File: src/rtl/mem_access_unit.sv
// Memory-stage load/store unit: decodes M-stage memory ops, runs one bus
// transaction per access, checks alignment and returns extended load data.
module mem_access_unit #(
  parameter int unsigned ADDR_W = 32,
  parameter int unsigned DATA_W = 32
) (
  input  logic              clk,
  input  logic              rst,
  input  logic              validM,
  input  logic              flushM,
  input  logic              pipe_stall,
  input  logic [5:0]        opM,
  input  logic [ADDR_W-1:0] aluoutM,
  input  logic [DATA_W-1:0] writedataM,
  output logic [DATA_W-1:0] readdataM,
  output logic              adel_rdM,
  output logic              adesM,
  output logic [ADDR_W-1:0] bad_addrM,
  output logic              stall_memM,
  output logic              data_req,
  output logic              data_wr,
  output logic [1:0]        data_size,
  output logic [3:0]        data_wstrb,
  output logic [ADDR_W-1:0] data_addr,
  output logic [DATA_W-1:0] data_wdata,
  input  logic              data_addr_ok,
  input  logic [DATA_W-1:0] data_rdata,
  input  logic              data_data_ok
);

  localparam logic [5:0] OP_LB  = 6'b100000;
  localparam logic [5:0] OP_LBU = 6'b100100;
  localparam logic [5:0] OP_LH  = 6'b100001;
  localparam logic [5:0] OP_LHU = 6'b100101;
  localparam logic [5:0] OP_LW  = 6'b100011;
  localparam logic [5:0] OP_SB  = 6'b101000;
  localparam logic [5:0] OP_SH  = 6'b101001;
  localparam logic [5:0] OP_SW  = 6'b101011;

  typedef enum logic [2:0] {
    S_IDLE,
    S_REQ,
    S_WAIT,
    S_DONE,
    S_DRAIN
  } state_e;

  state_e            state_q, state_d;
  logic [DATA_W-1:0] readdata_q, readdata_d;
  logic [5:0]        op_q, op_d;
  logic [1:0]        lane_q, lane_d;

  logic is_load, is_store, is_byte, is_half, is_word;
  logic misaligned, go;
  logic req_c, stall_c, latch_c;
  logic [7:0]        sel_byte;
  logic [15:0]       sel_half;
  logic [DATA_W-1:0] load_ext;

  // Opcode decode and alignment checks
  always_comb begin
    is_byte  = (opM == OP_LB) || (opM == OP_LBU) || (opM == OP_SB);
    is_half  = (opM == OP_LH) || (opM == OP_LHU) || (opM == OP_SH);
    is_word  = (opM == OP_LW) || (opM == OP_SW);
    is_store = (opM == OP_SB) || (opM == OP_SH) || (opM == OP_SW);
    is_load  = (opM == OP_LB) || (opM == OP_LBU) || (opM == OP_LH) ||
               (opM == OP_LHU) || (opM == OP_LW);
    misaligned = (is_half && aluoutM[0]) || (is_word && (aluoutM[1:0] != 2'b00));
    adel_rdM   = validM && is_load && misaligned;
    adesM      = validM && is_store && misaligned;
    bad_addrM  = (adel_rdM || adesM) ? aluoutM : '0;
    go         = validM && (is_load || is_store) && !misaligned && !flushM;
  end

  // Lane select and extension use the op/lane captured at issue
  always_comb begin
    case (lane_q)
      2'd0:    sel_byte = data_rdata[7:0];
      2'd1:    sel_byte = data_rdata[15:8];
      2'd2:    sel_byte = data_rdata[23:16];
      default: sel_byte = data_rdata[31:24];
    endcase
    sel_half = lane_q[1] ? data_rdata[31:16] : data_rdata[15:0];
    case (op_q)
      OP_LB:   load_ext = {{24{sel_byte[7]}}, sel_byte};
      OP_LBU:  load_ext = {24'd0, sel_byte};
      OP_LH:   load_ext = {{16{sel_half[15]}}, sel_half};
      OP_LHU:  load_ext = {16'd0, sel_half};
      default: load_ext = data_rdata;
    endcase
  end

  // Transaction FSM
  always_comb begin
    state_d    = state_q;
    readdata_d = readdata_q;
    op_d       = op_q;
    lane_d     = lane_q;
    req_c      = 1'b0;
    stall_c    = 1'b0;
    latch_c    = 1'b0;
    case (state_q)
      S_IDLE: begin
        if (go) begin
          req_c   = 1'b1;
          stall_c = 1'b1;
          op_d    = opM;
          lane_d  = aluoutM[1:0];
          state_d = data_addr_ok ? S_WAIT : S_REQ;
        end
      end
      S_REQ: begin
        req_c   = 1'b1;
        stall_c = 1'b1;
        if (data_addr_ok) begin
          state_d = S_WAIT;
        end else if (flushM) begin
          state_d = S_IDLE;
        end
      end
      S_WAIT: begin
        stall_c = 1'b1;
        if (data_data_ok) begin
          latch_c = 1'b1;
          state_d = S_DONE;
        end else if (flushM) begin
          state_d = S_DRAIN;
        end
      end
      S_DONE: begin
        if (!pipe_stall || flushM) begin
          state_d = S_IDLE;
        end
      end
      S_DRAIN: begin
        stall_c = go;
        if (data_data_ok) begin
          state_d = S_IDLE;
        end
      end
      default: state_d = S_IDLE;
    endcase
    // Stores complete through the same path but never touch readdata
    if (latch_c && (op_q != OP_SB) && (op_q != OP_SH) && (op_q != OP_SW)) begin
      readdata_d = load_ext;
    end
  end

  always_ff @(posedge clk or negedge rst) begin
    if (!rst) begin
      state_q    <= S_IDLE;
      readdata_q <= '0;
      op_q       <= '0;
      lane_q     <= '0;
    end else begin
      state_q    <= state_d;
      readdata_q <= readdata_d;
      op_q       <= op_d;
      lane_q     <= lane_d;
    end
  end

  // Request/stall are forced low while reset is held, even with a go pending
  assign readdataM  = readdata_q;
  assign data_req   = rst && req_c;
  assign stall_memM = rst && stall_c;

  // Bus fields follow the (stalled, hence stable) M-stage inputs while requesting
  always_comb begin
    data_wr    = 1'b0;
    data_size  = 2'd0;
    data_wstrb = 4'b0000;
    data_addr  = '0;
    data_wdata = '0;
    if (data_req) begin
      data_wr   = is_store;
      data_addr = aluoutM;
      if (is_half) begin
        data_size = 2'd1;
      end else if (is_word) begin
        data_size = 2'd2;
      end
      case (opM)
        OP_SB: begin
          data_wstrb = 4'b0001 << aluoutM[1:0];
          data_wdata = {4{writedataM[7:0]}};
        end
        OP_SH: begin
          data_wstrb = aluoutM[1] ? 4'b1100 : 4'b0011;
          data_wdata = {2{writedataM[15:0]}};
        end
        OP_SW: begin
          data_wstrb = 4'b1111;
          data_wdata = writedataM;
        end
        default: begin
          data_wstrb = 4'b0000;
          data_wdata = '0;
        end
      endcase
    end
  end

endmodule

File: config.mk
export PLATFORM = sky130hd
export DESIGN_NAME = mem_access_unit
export DESIGN_NICKNAME = d
export VERILOG_FILES = /design/src/rtl/mem_access_unit.sv
export SDC_FILE = /design/constraint.sdc
export NUM_CORES = 1
export LEC_CHECK = 0
export CAP_MARGIN = 20
export CORE_MARGIN = 8
export CORE_UTILIZATION = 39
export CTS_CLUSTER_SIZE = 10
export DETAILED_ROUTE_END_ITERATION = 8
export DONT_BUFFER_PORTS = 1
export GPL_ROUTABILITY_DRIVEN = 0
export SYNTH_ARGS = -nofsm -noshare
export SYNTH_HDL_FRONTEND = slang
export SYNTH_SLANG_ARGS = --single-unit
File: constraint.sdc
create_clock -name clk -period 1.85 [get_ports clk]
set_input_delay 0.2775 -clock clk [delete_from_list [all_inputs] [get_ports clk]]
set_output_delay 0.2775 -clock clk [all_outputs]
set_load 0.01 [all_outputs]
Yosys cells after proc, flatten, opt, wreduce, memory -nomap -nowiden
Cells that the tools add are included.
{ "totals": {"ff_bits": 43, "inputBits": 109, "wordCells": 95} }
{ "op_classes": {"eq_ne": 26, "shift": 1, "mux": 28, "reduce_logical": 36} }
{ "op_table": {"columns": ["operator", "n"], "rows": [
  ["$pmux W32 S4", 1],
  ["$mux W32", 3],
  ["$pmux W32 S3", 1],
  ["$eq A6 B6 Y1 const B", 12],
  ["$pmux W8 S3", 1],
  ["$mux W3", 7],
  ["$ne A6 B6 Y1 const B", 3],
  ["$mux W16", 1],
  ["$pmux W3 S5", 1],
  ["$logic_and A1 B1 Y1", 14],
  ["$logic_or A1 B1 Y1", 13],
  ["$pmux W4 S3", 1],
  ["$mux W2", 4],
  ["$mux W4", 2],
  ["$eq A3 B2 Y1 const B", 2],
  ["$ne A2 B2 Y1 const B", 3],
  ["$ne A3 B3 Y1 const B", 2],
  ["$reduce_and A5 Y1", 1],
  ["$mux W1", 4],
  ["$shl A1 B2 Y4 const A", 1],
  ["$eq A3 B1 Y1 const B", 1],
  ["$eq A3 B3 Y1 const B", 1],
  ["$logic_not A1 Y1", 3],
  ["$logic_not A3 Y1", 1],
  ["8 further kinds", 8]
]} }

Longest topological paths before layout
Gate-level depths: netlist of run 1.
{ "depth": {"depth_word": 13, "ltp_mapped": 7} }

Worst setup path before layout of run 1
Ideal clock, no wire load.
{ "synth_timing": {"path_type": "input to output", "start": "input port opM[2]", "end": "output port data_wdata[20]", "arrival_ns": 1.533, "setup_slack_ns": 0.040, "stages": 5, "n_path_buf": 1, "path_cell_list": "nand2b_1 -> a211oi_2 -> a21oi_2 -> buf_4 -> nor4b_2"} }
{ "synth_via": {"elab_chain_len": 13, "elab_cells_between_ends": 30, "classes_between": "eq/ne: 8; mux: 4; reduce/logical: 18"} }
{ "synth_rtl": {"columns": ["element", "line_no", "source"], "rows": [
  ["start: declaration", "12", "input logic [5:0] opM,"],
  ["$eq A6 B6 Y1", "66", "is_load = (opM == OP_LB) || (opM == OP_LBU) || (opM == OP_LH) ||"],
  ["$logic_or A1 B1 Y1 (3 in series)", "66", null],
  ["$logic_or A1 B1 Y1", "67", "(opM == OP_LHU) || (opM == OP_LW);"],
  ["$logic_or A1 B1 Y1", "72", "go = validM && (is_load || is_store) && !misaligned && !flushM;"],
  ["$logic_and A1 B1 Y1 (3 in series)", "72", null],
  ["$mux W1", "104", "if (go) begin"],
  ["$pmux W1 S2", "102", "case (state_q)"],
  ["$logic_and A1 B1 Y1", "165", "assign data_req = rst && req_c;"],
  ["$mux W32 *", "175", "if (data_req) begin"],
  ["end: declaration", "25", "output logic [DATA_W-1:0] data_wdata,"]
]} }
Every way passes the cells marked *; elsewhere a longest branch is shown, timed or not.

Worst setup path after layout of run 1
{ "layout_timing": {"start": "register state_q[2]", "end": "output port data_wdata[11]"} }
{ "layout_via": {"elab_chain_len": 4, "elab_cells_between_ends": 5, "classes_between": "eq/ne: 1; mux: 2; reduce/logical: 2"} }
{ "layout_rtl": {"columns": ["element", "line_no", "source"], "rows": [
  ["start: declaration", "48", "state_e state_q, state_d;"],
  ["start signal: assignment", "156", "state_q <= state_d;"],
  ["$eq A3 B1 Y1 or $logic_not A3 Y1 (tied branches)", "102", null],
  ["$pmux W1 S2 *", "102", null],
  ["$logic_and A1 B1 Y1 *", "165", null],
  ["$mux W32 *", "175", null]
]} }
Marks and branches as above.

==> results of run 1 <==
flip-flops by register name, indices dropped and copies added, names as in the netlist:
name / flops
readdataM: 32
op_q: 6
state_q: 3
lane_q: 2
routing by layer:
| metal | vias to the layer above | part of all wire, % | track usage [%] |
|---|---|---|---|
| met4 | 0 | 4.8 | 13.1 |
| met5 | - | 0 | 0 |
| met2 | 273 | 51 | 40.4 |
| met1 | 1982 | 33 | 23.3 |
| met3 | 53 | 12 | 8.12 |
| li1 | 1877 | - | - |
timing repair:
item / in CTS / in global routing
buffers inserted: 2 / 2
cloned: 1 / 3
pin swaps: 2 / 4
hold endpoints to repair: 43 / 0
hold buffers: 2 / 0
resized for setup: 6 / 64
endpoints found under the setup margin: 74 / 83
metrics by stage:
stage / utilization [%] / cells / hold slack [ns] / instance area (um2)
after floorplan: - / 473 / -0.0181 / 3950
after global placement: 48.6 / 666 / -0.0168 / 4770
after detailed placement: 48.6 / 666 / -0.0167 / 4770
after CTS: 51.1 / 679 / 0.0211 / 5010
after global routing: 55.2 / 684 / 0.0202 / 5420
final: 55.2 / 686 / 0.0348 / 5430
worst max-delay path: cells and delay by family (launching register included):
| kind | cells | cell delay, ns |
|---|---|---|
| buffers and inverters | 2 | 0.39 |
| and+or+nand+nor | 3 | 0.53 |
| DFF | 1 | 0.43 |
logic make-up (layout without fill, tap and decap cells):
family,count (synthesis),in the layout,share of synthesized area [%]
AO/OA/AOI/OAI,93,93,16.8
buffers and inverters,58,136,7.22
flip-flops,43,43,27.2
multiplexers,30,30,10.5
other,0,2,0
AND/OR/NAND/NOR,249,249,38.2
path summary, 6_finish.rpt:
kind / start / endpoint
setup / recovery: state_q[2]$_DFFE_PN0P_ / data_wdata[11]
hold / removal: data_data_ok / state_q[2]$_DFFE_PN0P_
setup reg to reg: op_q[4]$_DFFE_PN0P_ / readdataM[31]$_DFFE_PN0P_
hold reg to reg: op_q[5]$_DFFE_PN0P_ / op_q[5]$_DFFE_PN0P_
max in group asynchronous: rst / state_q[2]$_DFFE_PN0P_
min in group asynchronous: rst / readdataM[29]$_DFFE_PN0P_
synthesized netlist by cell type, types with 2 or more instances:
master,instances
mux4_2,8
nor4b_1,2
o211ai_1,2
a221oi_1,7
nand3_1,35
and2_1,36
o22ai_1,8
nor3b_1,34
a22oi_1,16
nand2_1,53
o21ai_0,20
nor4b_2,15
a21oi_1,17
nand2b_1,3
clkbuf_1,20
buf_4,2
mux2i_1,9
buf_6,5
o2bb2ai_1,8
dfrtp_1,43
nor3_1,26
buf_2,18
mux2_2,13
nor2_1,26
a21o_1,2
inv_1,12
nor2b_1,7
power groups by stage:
stage / sequential [uW] / clock [uW] / combinational (uW)
5_1_grt: 1930 / 817 / 3780
3_5_place_dp: 1910 / 0 / 2980
3_3_place_gp: 1890 / 0 / 2910
2_1_floorplan: 1760 / 0 / 2210
4_1_cts: 1880 / 784 / 3140
6_report: 1870 / 766 / 3490
cell type report:
cell class / instances / area [um2] / area share, %
repair buffers: 115 / 1060 / 19.6
well taps: 133 / 166 / 3.07
flip-flops and latches: 43 / 1080 / 19.9
inverters: 13 / 48.8 / 0.899
multi-input cells: 372 / 2950 / 54.4
clock buffers: 5 / 68.8 / 1.27
diodes: 2 / 5.00 / 0.0923
clock inverters: 3 / 46.3 / 0.853
==> metrics.cfg, run 1 <==
[grt]
grt_pass1_vias = 4239
grt_max_degree = 44
grt.total_usage_pct = 23.0
globalRouteOverflowTotal = 0
grt_antenna_before_repair = 0
grt_first_pass_wirelength_mm = 24.1

[power_and_ir_drop]
power_uw = 6130
switching_share_pct = 45.9
p_comb_share_pct = 56.9
power_density_nw_per_um2 = 1130
clkPwrFrac_pct = 12.5
seq_power_share_pct = 30.6
ir_drop_uv = 564
p_switching_uw = 2810
leakage_uw = 0.00219
p_int_uw = 3320

[yosys]
syn_inst = 473
synth_nets = 582
synthTopCellsByArea = dfrtp_1 27%, nor3b_1 6.5%, and2_1 5.7%, nor4b_2 5.7%, nand2_1 5.0%
ys.warnings.count = 0
syn_area_um2 = 3950
synth-seq-area-share_pct = 27.2
synth_cell_types = 53
postSynthAreaPerCell_um2 = 8.35
synth_seq_cells = 43
synth_top_area_share_pct = 27.2
synthFlopType = dfrtp_1
synth_edf_count = 0
async_reset_ff_share_pct = 100
yosysTopAreaCell = dfrtp_1

[die]
io_pins = 248
die_h_um = 117
initial_core_util_pct = 40.2
die-area_um2 = 13600
core_area_um2 = 9820
rows = 36
die_w_um = 117

[critical_path]
cp-start-kind = flip-flop
endpoint_kind = output port
critical_path_peak_fanout = 9
r2r_cells = 6
r2r_setup_slack_ns = 0.06
cp_slowest_cell = dfrtp_2
slowest_delay_ns = 0.43
cp_cell_sequence = nor2_4 -> nand2_4 -> clkbuf_16 -> nor4b_2 -> buf_4
worstSetupPathType = reg -> out
cp.required_ns = 1.57
cp.arrival_ns = 1.66

[route]
drt_wl_total_mm = 17.0
wire_per_inst_um = 24.7
vias = 4185
vias_per_cell = 6.10
drc = 0
dr.pass1.iters = 5
drt.antenna.violating_nets = 0
detailedRoute.firstIterationViolations = 403

[layout]
final_cell_mix = 98 x buf_4, 52 x nand2_1, 42 x dfrtp_1, 35 x nand3_1, 34 x and2_1
mostFrequentLayoutCell = buf_4
drive_gt1_share_pct = 40.8
fin_nets = 659
area_growth_syn_to_layout_pct = 37.3
fillers = 927

[sta]
finalCritPeriodShare_pct = 105
timing.fmax_ghz = 0.515
min_period_ns = 1.94
tightest_slew_ns = 0.487
grt_setup_unrepaired = yes
maxSlewHeadroom_pct = 67.6
hold_viol_final = 0
slew_violations = 0
setup_slack_ns = -0.0902
final-setup-viol-count = 14
finClkSkew_ns = 0.0173
fin_setup_tns_ns = -0.411

[clock_tree]
clkSinkCount = 43
clk_latency_ns = 0.32
cts_root_buf = clkbuf_8
clockBufferDepth = 2
clk_pin_slew_worst_paths_ns = 0.08
numCtsBuffers = 5
cts_tree = done
cts.htree.levels = 2

[run_status]
violations = negative setup slack
status = finished, violations left

[worst_hold_path]
holdCritPathClass = in -> reg
hold_path_depth = 1

[place]
numPortBuffers = 0
dpl_worst_slack_ns = -0.0349
hpwl_mm = 12.5

[job]
drv_cap = 0

No activity file was read; power rests on OpenSTA's default activity.
==> run 2, diff against run 1 <==
- CORE_ASPECT_RATIO: unset -> 1.4
- PLACE_DENSITY: unset -> 0.6
==> run 2 against run 1 <==
  * The run still ends with negative setup slack left
  * Via count shrank 0.26%
  * Sequential power about the same
  * Global-route usage is 0.41 points lower
  * Largest cell class unchanged
  * Largest power group unchanged
==> metrics.cfg, run 2 (same netlist as run 1, synthesis figures left out) <==
[critical_path]
cp-start-kind = flip-flop
r2r-start = op_q[4]$_DFFE_PN0P_
slowest_delay_ns = 0.40
path_delay_family = simple AND/OR/NAND/NOR gates
cp_cell_sequence = nor2_2 -> nand2_4 -> buf_16 -> nor4b_4 -> buf_4
cp.arrival_ns = 1.64
r2r_cells = 5
critical_path_peak_fanout = 9
rr_endpoint = readdataM[9]$_DFFE_PN0P_
worstSetupPathType = reg -> out
cp_slowest_cell = dfrtp_1
r2r_setup_slack_ns = 0.07
cp.required_ns = 1.57
crit_buf_inv = 2
endpoint_kind = output port

[clock_tree]
clk_pin_slew_worst_paths_ns = 0.06
clockBufferDepth = 2
cts.htree.levels = 2
cts_root_buf = clkbuf_16
cts_tree = done
clkSinkCount = 43
numCtsBuffers = 5
clk_latency_ns = 0.29

[route]
drt.antenna.violating_nets = 0
drt_wl_total_mm = 17.0
vias = 4174
wire_per_inst_um = 25.0
vias_per_cell = 6.12
detailedRoute.firstIterationViolations = 190
dr.pass1.iters = 5
drc = 0

[layout]
fillers = 924
mostFrequentLayoutCell = buf_4
final_cell_mix = 92 x buf_4, 52 x nand2_1, 43 x dfrtp_1, 35 x nand3_1, 30 x and2_1
largest_reg_flops = 32
final_area_um2 = 5290
fin_nets = 655
regArea_um2 = 1080
area_growth_syn_to_layout_pct = 33.8
diodes = 0
drive_gt1_share_pct = 36.7
layoutNonFillerInstCount = 682
multi_input_area_um2 = 2820

[sta]
finalCritPeriodShare_pct = 104
maxSlewHeadroom_pct = 59.8
tightest_slew_ns = 0.601
whs_ns = 0.0571
final-setup-viol-count = 43
hold_viol_final = 0
slew_violations = 0
setup_slack_ns = -0.0652
min_period_ns = 1.92
grt_setup_unrepaired = yes
timing.fmax_ghz = 0.522
finClkSkew_ns = 0.00552

[grt]
globalRouteMet3Util_pct = 8.76
grt.total_usage_pct = 22.6
grt.met1_usage_pct = 23.3
globalRouteOverflowTotal = 0
grt_max_degree = 73
grt_antenna_before_repair = 0
grt_pass1_vias = 4203
grt_util_met2_pct = 39.2
grt_most_used_layer = met2
grt_first_pass_wirelength_mm = 23.9

[die]
initial_core_util_pct = 39.9
die_w_um = 101
die-area_um2 = 13700
die_h_um = 135
rows = 43
io_pins = 248
core_area_um2 = 9900

[worst_hold_path]
min_to = state_q[2]$_DFFE_PN0P_
hold_path_depth = 1
min_from = data_data_ok
holdCritPathClass = in -> reg

[power_and_ir_drop]
leakage_uw = 0.00214
ir_drop_uv = 454
power_density_nw_per_um2 = 1150

[place]
placed_area_um2 = 4730
numPortBuffers = 0
hpwl_mm = 12.8
dpl.cell_count = 664

[run_status]
violations = negative setup slack
status = finished, violations left

[job]
drv_cap = 0

==> run 2: cell types whose count changed in the layout (fill, tap and decap cells not counted), sizes merged <==
cell / previous run / this run
clkinv: 1 / 2
inv: 13 / 12
clkbuf: 8 / 9
diode: 2 / 0
bufinv: 1 / 0
buf: 111 / 107
==> run 2: timing repair <==
action | 4_1_cts | 5_1_grt
pin swaps | 1 | 4
gates cloned | 0 | 5
endpoints found under the setup margin | 46 | 86
endpoints found under the hold margin | 43 | 0
gates resized for setup | 8 | 43
setup buffers | 1 | 2
hold buffers | 2 | 0
==> run 2: per-stage QoR <==
step           setup TNS, ns  setup slack (ns)  util (%)  total power [uW]
6_report              -0.944           -0.0652      53.4              6060
3_3_place_gp        -0.00848          -0.00848      47.8              4700
2_1_floorplan              0            0.0399         -              3970
5_1_grt                -5.25            -0.139      53.4              6480
4_1_cts               -0.632           -0.0546      50.2              5770
3_5_place_dp         -0.0487           -0.0311      47.8              4810
==> run 2: worst max path at each step <==
stage,from,to,slack (ns),depth (start not counted)
after floorplan,opM[2],data_wdata[20],0.04,5
after global placement,flushM,data_wdata[8],-0.008,6
after detailed placement,flushM,data_wdata[15],-0.03,6
after CTS,state_q[1]$_DFFE_PN0P_,data_wdata[11],-0.05,5
after global routing,state_q[2]$_DFFE_PN0P_,data_addr[30],-0.14,5
final,state_q[2]$_DFFE_PN0P_,data_wdata[15],-0.07,5
==> run 2: layout make-up <==
cell class | count | share of cell area, %
well taps | 135 | 3.20
multi-input cells | 372 | 53.4
repair buffers | 111 | 19.5
clock inverters | 2 | 0.237
inverters | 13 | 0.923
flip-flops and latches | 43 | 20.4
clock buffers | 6 | 2.44
==> run 2: power breakdown <==
group / switching [uW] / leakage (uW) / internal, uW
clock network: 368 / 0.0000669 / 498
logic: 1860 / 0.00154 / 1480
registers: 493 / 0.000534 / 1360
total: 2720 / 0.00214 / 3340
==> run 2: per-layer routing <==
layer	routed length [um]	part of all wire, %
met4	648	3.8
met5	0	0
met3	2060	12
met1	5710	34
met2	8620	51
